### config.mk
export PLATFORM = sky130hd
export DESIGN_NAME = reg_write_arbiter
export DESIGN_NICKNAME = d
export VERILOG_FILES = /design/src/rtl/reg_arb_pkg.sv /design/src/rtl/rr_arbiter.sv /design/src/rtl/reg_write_arbiter.sv
export SDC_FILE = /design/constraint.sdc
export NUM_CORES = 1
export LEC_CHECK = 0
export BUFFER_PORTS_ARGS = -buffer_cell sky130_fd_sc_hd__buf_2
export CORE_AREA = 3 3 52 102
export CTS_BUF_LIST = sky130_fd_sc_hd__clkbuf_8 sky130_fd_sc_hd__clkbuf_16
export DETAILED_ROUTE_END_ITERATION = 8
export DIE_AREA = 0 0 55 105
export GPL_TIMING_DRIVEN = 0
export PLACE_DENSITY = 0.76
export SYNTH_ARGS = -nofsm -noshare
export SYNTH_HDL_FRONTEND = slang
export SYNTH_SLANG_ARGS = --single-unit
### constraint.sdc
create_clock -name Clk -period 2.8 [get_ports Clk]
set_input_delay 0.56 -clock Clk [delete_from_list [all_inputs] [get_ports Clk]]
set_output_delay 0.56 -clock Clk [all_outputs]
set_load 0.05 [all_outputs]
### src/rtl/reg_arb_pkg.sv
// Shared types and constants for the register-file write arbiter.
package reg_arb_pkg;

  typedef enum logic {
    CLEAR = 1'b0,
    IDLE  = 1'b1
  } arb_state_t;

  localparam int NUM_REGS  = 8;
  localparam int REG_SEL_W = 3;

endpackage

### src/rtl/rr_arbiter.sv
// Combinational round-robin pick: first eligible index at or after ptr, wrapping at N.
module rr_arbiter #(
  parameter int N = 3
) (
  input  logic [N-1:0]         eligible,
  input  logic [$clog2(N)-1:0] ptr,
  output logic                 valid,
  output logic [N-1:0]         winner,
  output logic [$clog2(N)-1:0] idx
);

  localparam int IW  = $clog2(N);
  localparam int IW1 = IW + 1;

  logic [IW1-1:0] sum_s;
  logic [IW-1:0]  cand_s;

  // Walk candidates ptr, ptr+1, ... modulo N and keep the first eligible one.
  always_comb begin
    valid  = 1'b0;
    winner = '0;
    idx    = '0;
    sum_s  = '0;
    cand_s = '0;
    for (int k = 0; k < N; k++) begin
      sum_s  = {1'b0, ptr} + IW1'(k);
      cand_s = (sum_s >= IW1'(N)) ? IW'(sum_s - IW1'(N)) : sum_s[IW-1:0];
      if (!valid && eligible[cand_s]) begin
        valid          = 1'b1;
        winner[cand_s] = 1'b1;
        idx            = cand_s;
      end
    end
  end

endmodule

### src/rtl/reg_write_arbiter.sv
// Owns the single write port of the 8x16 register file: a post-reset/on-demand
// clear sequence followed by round-robin arbitration between writeback sources.
module reg_write_arbiter
  import reg_arb_pkg::*;
#(
  parameter int                NUM_REQ    = 3,
  parameter int                DATA_W     = 16,
  parameter logic [DATA_W-1:0] INIT_VALUE = '0
) (
  input  logic                           Clk,
  input  logic                           Reset,
  input  logic                           clear,
  input  logic [NUM_REQ-1:0]             req,
  input  logic [REG_SEL_W*NUM_REQ-1:0]   req_dr,
  input  logic [DATA_W*NUM_REQ-1:0]      req_data,
  output logic [NUM_REQ-1:0]             gnt,
  output logic                           busy,
  output logic                           LD_REG,
  output logic [REG_SEL_W-1:0]           DR,
  output logic [DATA_W-1:0]              DATA
);

  localparam int                   PTR_W    = $clog2(NUM_REQ);
  localparam logic [REG_SEL_W-1:0] LAST_REG = REG_SEL_W'(NUM_REGS - 1);

  arb_state_t           state_q, state_d;
  logic [REG_SEL_W-1:0] clr_cnt_q, clr_cnt_d;
  logic [PTR_W-1:0]     rr_ptr_q, rr_ptr_d;
  logic [NUM_REQ-1:0]   gnt_q, gnt_d;
  logic                 busy_q, busy_d;
  logic                 ld_reg_q, ld_reg_d;
  logic [REG_SEL_W-1:0] dr_q, dr_d;
  logic [DATA_W-1:0]    data_q, data_d;

  logic [NUM_REQ-1:0]   eligible_s;
  logic                 win_valid_s;
  logic [NUM_REQ-1:0]   win_onehot_s;
  logic [PTR_W-1:0]     win_idx_s;

  // A requester granted last cycle may still hold req; mask it so it is not regranted.
  assign eligible_s = req & ~gnt_q;

  rr_arbiter #(.N(NUM_REQ)) u_rr (
    .eligible (eligible_s),
    .ptr      (rr_ptr_q),
    .valid    (win_valid_s),
    .winner   (win_onehot_s),
    .idx      (win_idx_s)
  );

  // Next-state and next-output logic for the clear sequencer and arbiter.
  always_comb begin
    state_d   = state_q;
    clr_cnt_d = clr_cnt_q;
    rr_ptr_d  = rr_ptr_q;
    gnt_d     = '0;
    busy_d    = busy_q;
    ld_reg_d  = 1'b0;
    dr_d      = dr_q;
    data_d    = data_q;
    case (state_q)
      CLEAR: begin
        ld_reg_d = 1'b1;
        dr_d     = clr_cnt_q;
        data_d   = INIT_VALUE;
        busy_d   = 1'b1;
        if (clr_cnt_q == LAST_REG) begin
          state_d   = IDLE;
          clr_cnt_d = '0;
          busy_d    = 1'b0;
        end else begin
          clr_cnt_d = clr_cnt_q + REG_SEL_W'(1);
        end
      end
      IDLE: begin
        busy_d = 1'b0;
        if (clear) begin
          // Clear wins over any request; the request simply stays pending.
          state_d = CLEAR;
          busy_d  = 1'b1;
        end else if (win_valid_s) begin
          gnt_d    = win_onehot_s;
          ld_reg_d = 1'b1;
          dr_d     = req_dr[win_idx_s*REG_SEL_W +: REG_SEL_W];
          data_d   = req_data[win_idx_s*DATA_W +: DATA_W];
          rr_ptr_d = (win_idx_s == PTR_W'(NUM_REQ - 1)) ? '0 : win_idx_s + PTR_W'(1);
        end else begin
          ld_reg_d = 1'b0;
        end
      end
      default: begin
        state_d = CLEAR;
        busy_d  = 1'b1;
      end
    endcase
  end

  // State and output registers; reset restarts the full clear sequence.
  always_ff @(posedge Clk or negedge Reset) begin
    if (!Reset) begin
      state_q   <= CLEAR;
      clr_cnt_q <= '0;
      rr_ptr_q  <= '0;
      gnt_q     <= '0;
      busy_q    <= 1'b1;
      ld_reg_q  <= 1'b0;
      dr_q      <= '0;
      data_q    <= '0;
    end else begin
      state_q   <= state_d;
      clr_cnt_q <= clr_cnt_d;
      rr_ptr_q  <= rr_ptr_d;
      gnt_q     <= gnt_d;
      busy_q    <= busy_d;
      ld_reg_q  <= ld_reg_d;
      dr_q      <= dr_d;
      data_q    <= data_d;
    end
  end

  assign gnt    = gnt_q;
  assign busy   = busy_q;
  assign LD_REG = ld_reg_q;
  assign DR     = dr_q;
  assign DATA   = data_q;

endmodule

Word-level counts from Yosys, hierarchy flattened. Index checks and enable logic that the tools add are counted.

$add $sub $neg: 7. Order comparisons: 9. Bitwise operators: 6. Reduce and logical (&&, ||, !) cells: 9. Multipliers: 1. Equality and inequality tests: 4. Shift-type cells: 2. Muxes and demuxes: 44.

Operators by type and width (number): $shiftx A48 B7 Y16 (1); $mux W16 (2); $pmux W16 S2 (1); $mux W3 (9); $mux W1 (15); $mux W2 (7); $lt A2 B3 Y1 const B (3); $shiftx A9 B5 Y3 (1); $bmux W1 S2 (3); $demux W1 S2 (3); $ge A2 B1 Y1 const B (3); $ge A3 B2 Y1 const B (2); $or A3 B3 Y3 (2); $pmux W1 S2 (3); $pmux W3 S2 (1); $sub A2 B2 Y2 const B (3); $logic_and A1 B1 Y1 (5); $mul A2 B2 Y4 const B (1); $add A2 B1 Y3 const B (1); $add A2 B2 Y3 const B (1); $add A3 B1 Y3 const B (1); $and A3 B3 Y3 (1); $eq A3 B3 Y1 const B (1); $not A3 Y3 (1); 9 further kinds (11).

Register bits after elaboration: 30. Input bits: 63.

Longest topological paths before layout. Gate-level depths: netlist of the first run.

Depth after elaboration: 16. Depth in mapped cells: 9. Gate-level depth less buffers: 7.

Cells and area by module. From an unflattened synthesis of the first run, not the netlist that was laid out.

Cells, all modules: 204. Area, all modules: 1970.6 µm².

Modules (own cells, without submodules): reg_write_arbiter (cells an instance 163, area an instance 1689.1 µm², sequential area each 752.0 µm², instances 1); rr_arbiter (cells an instance 41, area an instance 281.5 µm², sequential area each 0.0 µm², instances 1).

Worst setup path after synthesis of the first run. No wires, ideal clock.

Kind: reg-to-reg. Start point: reg rr_ptr_q[0]. End point: reg rr_ptr_q[0]. Path buffers: 1. Arrival time: 1978 ps. Setup time: 125 ps. Slack: 697 ps. Cell stages (with the launch flop): 8. Cells stage by stage: dfrtp_1 > inv_1 > ha_1 > buf_2 > o2111ai_2 > nand3_2 > nor3_4 > mux2_2.

Cells in the longest elaborated chain, start to end: 13.

RTL lines: start, declared (RTL line reg_write_arbiter.sv:28) `logic [PTR_W-1:0] rr_ptr_q, rr_ptr_d;`; start signal, assigned (RTL line reg_write_arbiter.sv:112) `rr_ptr_q <= rr_ptr_d;`; parallel branches: the longest is 13 deep, another holds $add A2 B1 Y3.

Several ways; the timed one is not identified. The select of a mux whose other input is x is not followed. A chain may end at the register's enable or synchronous reset.

Worst setup path after layout of the first run. Same ends and word-level chain as after synthesis.

==> flow_summary.toml, run 1 <==
[placed_design]
io_buffers = 86
dpl_cell_area_um2 = 2730
place_congestion = 0.874
place_inst = 377
dp_hpwl_um = 5090
pre_cts_slack_ns = 0.377

[clock_network]
cts_resized = 0
path_clk_slew_ns = 0.07
clock_path_buffers = 2
holdBufCountCts = 0
clock_sinks = 30
ctsRootBufferMaster = "clkbuf_8"
cts_tree = "built"
h-tree-depth = 2
post_cts_buffers = 0
insertion_delay_ns = 0.29
cts_inserted_buffers = 5

[layout]
final_cells = 385
drive_above_1_share = 0.382
post-route-util = 0.620
antenna_cells = 0
num-fill-cells = 443
fin_area_um2 = 2880
syn2layout_area_growth_pct = 28.7
layout.nets = 398

[global_routing]
global_route.overflow_total = 0
grt_pass1_vias = 2439
antenna_found_initial = 0
gr-usage-all-layers = 0.252
grt_pass1_wl_um = 10900
grt_max_degree = 31

[sta]
final-max-slew-violation-count = 0
fmax_mhz = 411
hold_violations = 0
min_period_over_period = 0.868
maxSlewHeadroom = 0.532
setup_tns_ns = 0
whs_ns = 0.313
fin_ws_ns = 0.369
tightest_slew_ns = 0.702
clock-skew-final_ns = 0.00485
setup_viol = 0
rsz0062_at_grt = "false"
min_period_ns = 2.43

[setup_path]
crit_arrival_ns = 2.60
startpoint_type = "flop"
rr_startpoint = "rr_ptr_q[0]"
path_class = "flop to flop"
crit_path_end_kind = "flop"
r2r_end = "rr_ptr_q[0]"
reg2regPathDepth = 7
worstPathRequired_ns = 2.97
crit_path_max_fanout = 10
rrSetupSlack_ns = 0.37

[min_path]
min_path_type = "primary input to async pin"

[drt]
wl_per_cell_um = 17.6
wl_um = 6760
vias = 2406
drc_errors = 0
dr.pass1.iters = 5
viasPerCell = 6.25
ant_nets = 0
first_iter_violations = 83

[yosys]
synth_cell_type_count = 46
ys_ff_latch = 30
ys_seq_area_frac = 0.337
synth_top_family_by_area = "compound AO/OA/AOI/OAI gates"
synthesis.nets = 305
ys_warn_count = 0
synth_compound_area_frac = 0.381
synthMuxAreaShare = 0.0246
async_flop_share = 1.00
synth_edf_count = 0
synth_adder_area_share = 0.0386
syn-cell-area_um2 = 2230
postSynthAreaPerCell_um2 = 9.47
syn_inst = 236
synthSimpleGateAreaFrac = 0.108
synthXorXnorAreaFrac = 0
ys.flop_type = "dfrtp_1"

[flow_run]
cap_violations = 0

[outcome]
outcome = "completed"

[floorplanning]
rows = 35
start_util = 0.481
die_w_um = 55
core_area_um2 = 4640
io_pins = 87
die_y_um = 105
die_area_um2 = 5780

[power_and_ir_drop]
leakage_nw = 1.40
vdd_drop_max_v = 0.000579
total_power_mw = 2.94
power.density_nw_per_um2 = 1020
metal layers:
| metal | up-vias | share of wire | global-route usage |
|---|---|---|---|
| met5 | - | 0 | 0 |
| met2 | 99 | 0.56 | 0.426 |
| met3 | 18 | 0.063 | 0.0471 |
| met4 | 0 | 0.026 | 0.150 |
| li1 | 1117 | - | - |
| met1 | 1172 | 0.35 | 0.271 |
sequential cells by signal, indices dropped and copies added (netlist names):
| signal | cells |
|---|---|
| busy | 1 |
| clr_cnt_q | 3 |
| state_q | 1 |
| rr_ptr_q | 2 |
| gnt | 3 |
| DATA | 16 |
| DR | 3 |
| LD_REG | 1 |
worst max-delay path, cell delays in order, from the launching register on:
cell,delay (ns)
dfrtp_1,0.41
inv_1,0.09
ha_1,0.37
buf_2,0.21
o2111ai_2,0.22
nand3_2,0.18
nor3_4,0.46
mux2_2,0.38
layout by cell type (no fill, tap or decap), types with 2 or more instances in the layout:
cell type and instances:
a22o_1 16, buf_4 5, inv_1 25, o211ai_2 2
nand2b_1 6, o211ai_1 24, o311a_1 3, o21a_1 4
o2111ai_1 19, o311ai_1 16, nor2b_1 3, ha_1 6
a21o_1 2, bufinv_16 2, clkbuf_1 8, buf_6 2
mux2_2 3, nand2_1 5, o32ai_1 2, buf_2 99
nor3b_1 3, a21oi_1 5, nand3_1 3, clkbuf_8 6
dfrtp_1 29, nor2_1 4, o21ai_0 4, nor3_1 4
layout make-up:
class	count	area (um^2)	share of cell area
multi-input cells	153	1230	0.429
flip-flops and latches	30	752	0.261
repair buffers	86	430	0.150
plain buffers	28	155	0.0539
inverters	25	93.8	0.0326
clock buffers	6	82.6	0.0287
well taps	55	68.8	0.0239
clock inverters	2	60.1	0.0209
how the worst max path moves through the flow:
stage | slack [ns] | endpoint | start
final | 0.37 | rr_ptr_q[0] | rr_ptr_q[0]
after global routing | 0.23 | rr_ptr_q[0] | rr_ptr_q[0]
after CTS | 0.38 | rr_ptr_q[0] | rr_ptr_q[0]
after detailed placement | 0.38 | rr_ptr_q[0] | rr_ptr_q[0]
after global placement | 0.44 | rr_ptr_q[0] | rr_ptr_q[0]
after floorplan | 0.70 | rr_ptr_q[0] | rr_ptr_q[0]
cells in the mapped netlist, drive strengths merged, types with 2 or more instances:
master	count	area [um^2]
a21o	2	15.0
a21oi	5	25.0
a22o	16	140
buf	20	125
clkbuf	8	30.0
dfrtp	29	726
ha	6	75.1
inv	25	93.8
mux2	4	45.0
nand2	5	18.8
nand2b	7	51.3
nand3	4	25.0
nor2	4	15.0
nor2b	3	18.8
nor3	5	36.3
nor3b	3	22.5
nor4b	2	23.8
o2111ai	20	181
o211ai	26	205
o21a	4	30.0
o21ai	5	25.0
o311a	3	30.0
o311ai	16	140
o32ai	2	17.5
report_power, final:
part           total (mW)  switching [mW]  internal (mW)
combinational        1.76            1.13          0.623
sequential          0.627          0.0736          0.554
clock               0.552           0.172          0.380
total                2.94            1.38           1.56
cells by family after synthesis:
group	after synthesis
flops	30
simple gates	37
compound gates	104
buf+inv	53
fa+ha+maj	7
mux	5
No activity file was read; power rests on OpenSTA's default activity.
==> run 2: changes to the inputs <==
--- a/config.mk
+++ b/config.mk
@@ -5,13 +5,14 @@
 export SDC_FILE = /design/constraint.sdc
 export NUM_CORES = 1
 export LEC_CHECK = 0
+export ABC_AREA = 1
 export BUFFER_PORTS_ARGS = -buffer_cell sky130_fd_sc_hd__buf_2
-export CORE_AREA = 3 3 52 102
+export CORE_AREA = 3 3 49 96
 export CTS_BUF_LIST = sky130_fd_sc_hd__clkbuf_8 sky130_fd_sc_hd__clkbuf_16
 export DETAILED_ROUTE_END_ITERATION = 8
-export DIE_AREA = 0 0 55 105
+export DIE_AREA = 0 0 52 99
 export GPL_TIMING_DRIVEN = 0
-export PLACE_DENSITY = 0.76
+export PLACE_DENSITY = 0.77
 export SYNTH_ARGS = -nofsm -noshare
 export SYNTH_HDL_FRONTEND = slang
 export SYNTH_SLANG_ARGS = --single-unit
==> run 2 against run 1 <==
  * Sequential power increased by 20%
  * Largest cell class unchanged
  * Critical path type unchanged
  * First-iteration DRC count decreased by 63%
  * Clock power decreased by 35%
  * Critical endpoint is now DATA[15]
  * Synthesized cell count increased by 15%
  * Via count decreased by 14%
  * Highest routed layer unchanged
  * Worst hold slack got worse by 0.0018 ns
  * Count of clock-buffer cells in the layout unchanged
  * Final cell count increased by 8.6%
==> flow_summary.toml, run 2 <==
[outcome]
outcome = "completed"

[yosys]
async_flop_share = 1.00
synth_cell_type_count = 22
syn-cell-area_um2 = 1900
ys_seq_area_frac = 0.395
syn_inst = 272
ys_warn_count = 0
synth.most_common_cell = "nand2_1"
synthDominantCellAreaShare = 0.382
ys_ff_latch = 30
ys.flop_type = "dfrtp_1"
synth_edf_count = 0
postSynthAreaPerCell_um2 = 6.99
synth.area.top_cells = "dfrtp_1 (38%), nand2_1 (23%), nand3_1 (7.6%)"
synthesis.nets = 341
netlist.top_cell.by_area = "dfrtp_1"
synthTopCellsByCount = "nand2_1 (119), dfrtp_1 (29), nand3_1 (29), inv_1 (23), nor2_1 (12)"

[clock_network]
clock_sinks = 30
cts_inserted_buffers = 5
ctsRootBufferMaster = "clkbuf_8"
clock_path_buffers = 2
cts_tree = "built"
path_clk_slew_ns = 0.07
insertion_delay_ns = 0.29
post_cts_buffers = 0
cts_resized = 0
holdBufCountCts = 0
h-tree-depth = 2

[placed_design]
io_buffers = 86
dpl_cell_area_um2 = 2400
place_inst = 410
place_congestion = 0.898
dp_hpwl_um = 4080

[sta]
hold_violations = 0
setup_viol = 0
min_period_over_period = 0.867
setup_tns_ns = 0
final-max-slew-violation-count = 0
clock-skew-final_ns = 0.0102
min_period_ns = 2.43
tightest_slew_ns = 0.695
maxSlewHeadroom = 0.537
whs_ns = 0.311
fmax_mhz = 412
rsz0062_at_grt = "false"

[global_routing]
gr-usage-all-layers = 0.219
grt_pass1_wl_um = 8600
grt_pass1_vias = 2039
antenna_found_initial = 0
grt_max_degree = 31
global_route.overflow_total = 0

[drt]
vias = 2060
dr.pass1.iters = 4
wl_um = 5240
first_iter_violations = 31
drc_errors = 0
wl_per_cell_um = 12.5
ant_nets = 0
viasPerCell = 4.93

[floorplanning]
rows = 33
start_util = 0.465
die_area_um2 = 5150
die_y_um = 99
core_area_um2 = 4090
io_pins = 87
die_w_um = 52

[layout]
antenna_cells = 0
num-fill-cells = 418
drive_above_1_share = 0.311
mostFrequentLayoutCell = "nand2_1"
final_cells = 418
syn2layout_area_growth_pct = 30.8
largest_reg_flops = 16
layout.nets = 434
final_cell_mix = "nand2_1 (119), buf_2 (89), dfrtp_1 (29), nand3_1 (29), inv_1 (25)"
fin_area_um2 = 2490

[min_path]
min_path_type = "primary input to async pin"

[power_and_ir_drop]
vdd_drop_max_v = 0.000828
power.density_nw_per_um2 = 1400
leakage_nw = 1.49

[setup_path]
path_class = "flop to flop"
crit_path_end_kind = "flop"
worstPathRequired_ns = 2.98
crit_arrival_ns = 2.61
crit_path_max_fanout = 10
startpoint_type = "flop"

[flow_run]
cap_violations = 0
## run 2: report_power, final
part	total (mW)	switching (mW)	leakage, nW	internal (mW)
combinational	2.38	1.71	1.05	0.671
clock	0.360	0.167	0.0538	0.193
sequential	0.750	0.114	0.389	0.636
## run 2: per-layer routing
metal  vias to the layer above  global-route usage  wire length (um)
li1                       1046                   -                 -
met1                       945               0.230              1930
met2                        57               0.398              2880
met3                        12              0.0333               245
met4                         0               0.109               179
met5                         -                   0                 0
## run 2: area by class of cell
cell class	count	area [um^2]	share of cell area
multi-input combinational	209	1000	0.402
sequential	30	752	0.302
timing repair buffer	86	430	0.173
inverter	26	97.6	0.0392
clock buffer	6	82.6	0.0332
tap	52	65.1	0.0262
buffer	7	52.6	0.0211
clock inverter	2	7.51	0.00302
## run 2: worst paths after layout
check | endpoint | cells past startpoint | start | slack, ns
setup / recovery | DATA[15] | 15 | rr_ptr_q[0] | 0.37
hold / removal | DATA[0] | 1 | Reset | 0.31
setup reg to reg | DATA[15] | 15 | rr_ptr_q[0] | 0.37
hold reg to reg | DR[2] | 2 | DR[2] | 0.48
max in group asynchronous | clr_cnt_q[2] | 1 | Reset | 2.03
min in group Clk | DR[2] | 2 | DR[2] | 0.48
## run 2: logic make-up (layout without fill, tap and decap cells)
family | Yosys count | count (layout) | share of synthesized area
simple gates | 183 | 183 | 0.430
buf+inv | 33 | 127 | 0.0789
flops | 30 | 30 | 0.395
compound gates | 20 | 20 | 0.0559
fa+ha+maj | 6 | 6 | 0.0395
## run 2: stage by stage
stage               setup WS [ns]   util  total power [mW]
finish                      0.371  0.609              3.49
global route                0.148  0.609              3.79
CTS                         0.410  0.609              3.51
detailed placement          0.439  0.586              3.15
global placement            0.432  0.586              3.12
floorplan                   0.819      -              2.57
## run 2: worst max-delay path, cell delays in order (launching register included)
cell     delay (ns)
dfrtp_1        0.38
inv_1          0.08
ha_1           0.41
inv_2          0.16
nand3_2        0.09
nand3_1        0.08
nand2_1        0.12
nand3_2        0.12
nor2_1         0.04
nor2_1         0.31
nor2_1         0.13
buf_4          0.20
nand2_1        0.07
nand2_1        0.04
inv_1          0.04
nand2_1        0.04
==> run 3: changes to the inputs <==
--- a/config.mk
+++ b/config.mk
@@ -6,13 +6,13 @@
 export NUM_CORES = 1
 export LEC_CHECK = 0
 export ABC_AREA = 1
-export BUFFER_PORTS_ARGS = -buffer_cell sky130_fd_sc_hd__buf_2
-export CORE_AREA = 3 3 49 96
+export CORE_AREA = 3 3 44 86
 export CTS_BUF_LIST = sky130_fd_sc_hd__clkbuf_8 sky130_fd_sc_hd__clkbuf_16
 export DETAILED_ROUTE_END_ITERATION = 8
-export DIE_AREA = 0 0 52 99
+export DIE_AREA = 0 0 47 89
+export DONT_BUFFER_PORTS = 1
 export GPL_TIMING_DRIVEN = 0
-export PLACE_DENSITY = 0.77
+export PLACE_DENSITY = 0.72
 export SYNTH_ARGS = -nofsm -noshare
 export SYNTH_HDL_FRONTEND = slang
 export SYNTH_SLANG_ARGS = --single-unit
==> run 3 against run 2 <==
  * Non-clock buffer count down 85
  * Power down 1.5%
  * Count of clock-buffer cells in the layout unchanged
  * Utilization up 4.2 points
  * Register-to-register slack about the same
  * Via count down 13%
  * Combinational power down 30%
  * Flip-flop and latch count unchanged
  * Final area down 16%
  * Routed wire length down 5.4%
  * Critical endpoint unchanged
  * Largest cell class unchanged
  * Largest power group unchanged
==> flow_summary.toml, run 3 (synthesized netlist as in run 2, its figures left out) <==
[outcome]
outcome = "completed"

[power_and_ir_drop]
leakage_nw = 1.14
total_power_mw = 3.44
power.density_nw_per_um2 = 1660
vdd_drop_max_v = 0.000980

[drt]
drc_errors = 0
viasPerCell = 5.71
wl_um = 4950
wl_per_cell_um = 15.9
first_iter_violations = 46
vias = 1782
ant_nets = 0
dr.pass1.iters = 4

[setup_path]
crit_arrival_ns = 2.61
worstPathRequired_ns = 2.98
path_class = "flop to flop"
crit_path_end_kind = "flop"
crit_path_max_fanout = 10
startpoint_type = "flop"

[layout]
largest_reg_flops = 16
syn2layout_area_growth_pct = 9.21
final_cell_mix = "nand2_1 (119), dfrtp_1 (29), nand3_1 (29), inv_1 (24), nor2_1 (12)"
antenna_cells = 0
layout.nets = 349
post-route-util = 0.650
fin_area_um2 = 2080
mostFrequentLayoutCell = "nand2_1"
drive_above_1_share = 0.107

[sta]
setup_tns_ns = 0
rsz0062_at_grt = "false"
hold_violations = 0
clock-skew-final_ns = 0.0106
min_period_ns = 2.43
tightest_slew_ns = 0.504
final-max-slew-violation-count = 0
whs_ns = 0.0962
fmax_mhz = 411
maxSlewHeadroom = 0.664
min_period_over_period = 0.869
setup_viol = 0

[placed_design]
dp_hpwl_um = 3600
io_buffers = 0
place_congestion = 0.893
dpl_cell_area_um2 = 1940

[global_routing]
gr-usage-all-layers = 0.258
grt_pass1_vias = 1804
antenna_found_initial = 0
grt_max_degree = 30
global_route.overflow_total = 0
grt_pass1_wl_um = 7780

[clock_network]
clock_path_buffers = 2
clock_sinks = 30
cts_resized = 0
path_clk_slew_ns = 0.07
cts_tree = "built"
insertion_delay_ns = 0.28
ctsRootBufferMaster = "clkbuf_8"
h-tree-depth = 2
cts_inserted_buffers = 5

[floorplanning]
start_util = 0.596
die_area_um2 = 4180
io_pins = 87
rows = 29
core_area_um2 = 3190
die_w_um = 47
die_y_um = 89

[min_path]
min_path_type = "primary input to async pin"

[flow_run]
cap_violations = 0
## run 3: cell types whose count changed in the layout (fill, tap and decap cells not counted), sizes merged
cell    change
bufinv      +1
inv         -1
buf        -85
## run 3: per-stage QoR
step	setup WS, ns	instances
2_1_floorplan	0.819	272
3_3_place_gp	0.391	303
3_5_place_dp	0.409	303
4_1_cts	0.389	312
5_1_grt	0.186	312
6_report	0.368	312
## run 3: timing repair
item,in CTS,in global routing
hold buffers,1,0
setup buffers,0,0
endpoints found under the hold margin,29,0
## run 3: cell type report
class	instances	area, um^2
Clock buffer	6	82.6
Buffer	7	52.6
Inverter	26	97.6
Fill cell	312	1120
Sequential cell	30	752
Clock inverter	2	33.8
Tap cell	31	38.8
Multi-Input combinational cell	209	1000
Timing Repair Buffer	1	20.0
## run 3: worst paths after layout
kind	from	end	slack (ns)	cells after the start
max	rr_ptr_q[0]	DATA[15]	0.37	15
min	Reset	DATA[7]	0.1	1
max reg2reg	rr_ptr_q[0]	DATA[15]	0.37	15
min reg2reg	clr_cnt_q[1]	clr_cnt_q[1]	0.52	2
max in group asynchronous	Reset	rr_ptr_q[0]	2.54	1
min in group Clk	clear	state_q	0.38	1
## run 3: where the power goes
group	leakage (nW)	switching [mW]	internal [mW]
Clock	0.0626	0.166	0.286
Combinational	0.691	1.13	0.543
Sequential	0.389	0.691	0.628
## run 3: critical path: stages, from the launching register on
cell and delay [ns]:
dfrtp_1 0.37, inv_1 0.08, ha_1 0.41, inv_2 0.16
nand3_2 0.10, nand3_1 0.08, nand2_1 0.12, nand3_2 0.13
nor2_1 0.05, nor2_1 0.30, nor2_1 0.14, buf_4 0.20
nand2_1 0.07, nand2_1 0.04, inv_1 0.04, nand2_1 0.04
## run 3: layer usage
metal,track usage,share of wire,vias up
li1,-,-,878
met1,0.271,0.35,830
met2,0.470,0.57,64
met3,0.0565,0.060,10
met4,0.101,0.022,0
met5,0,0,-
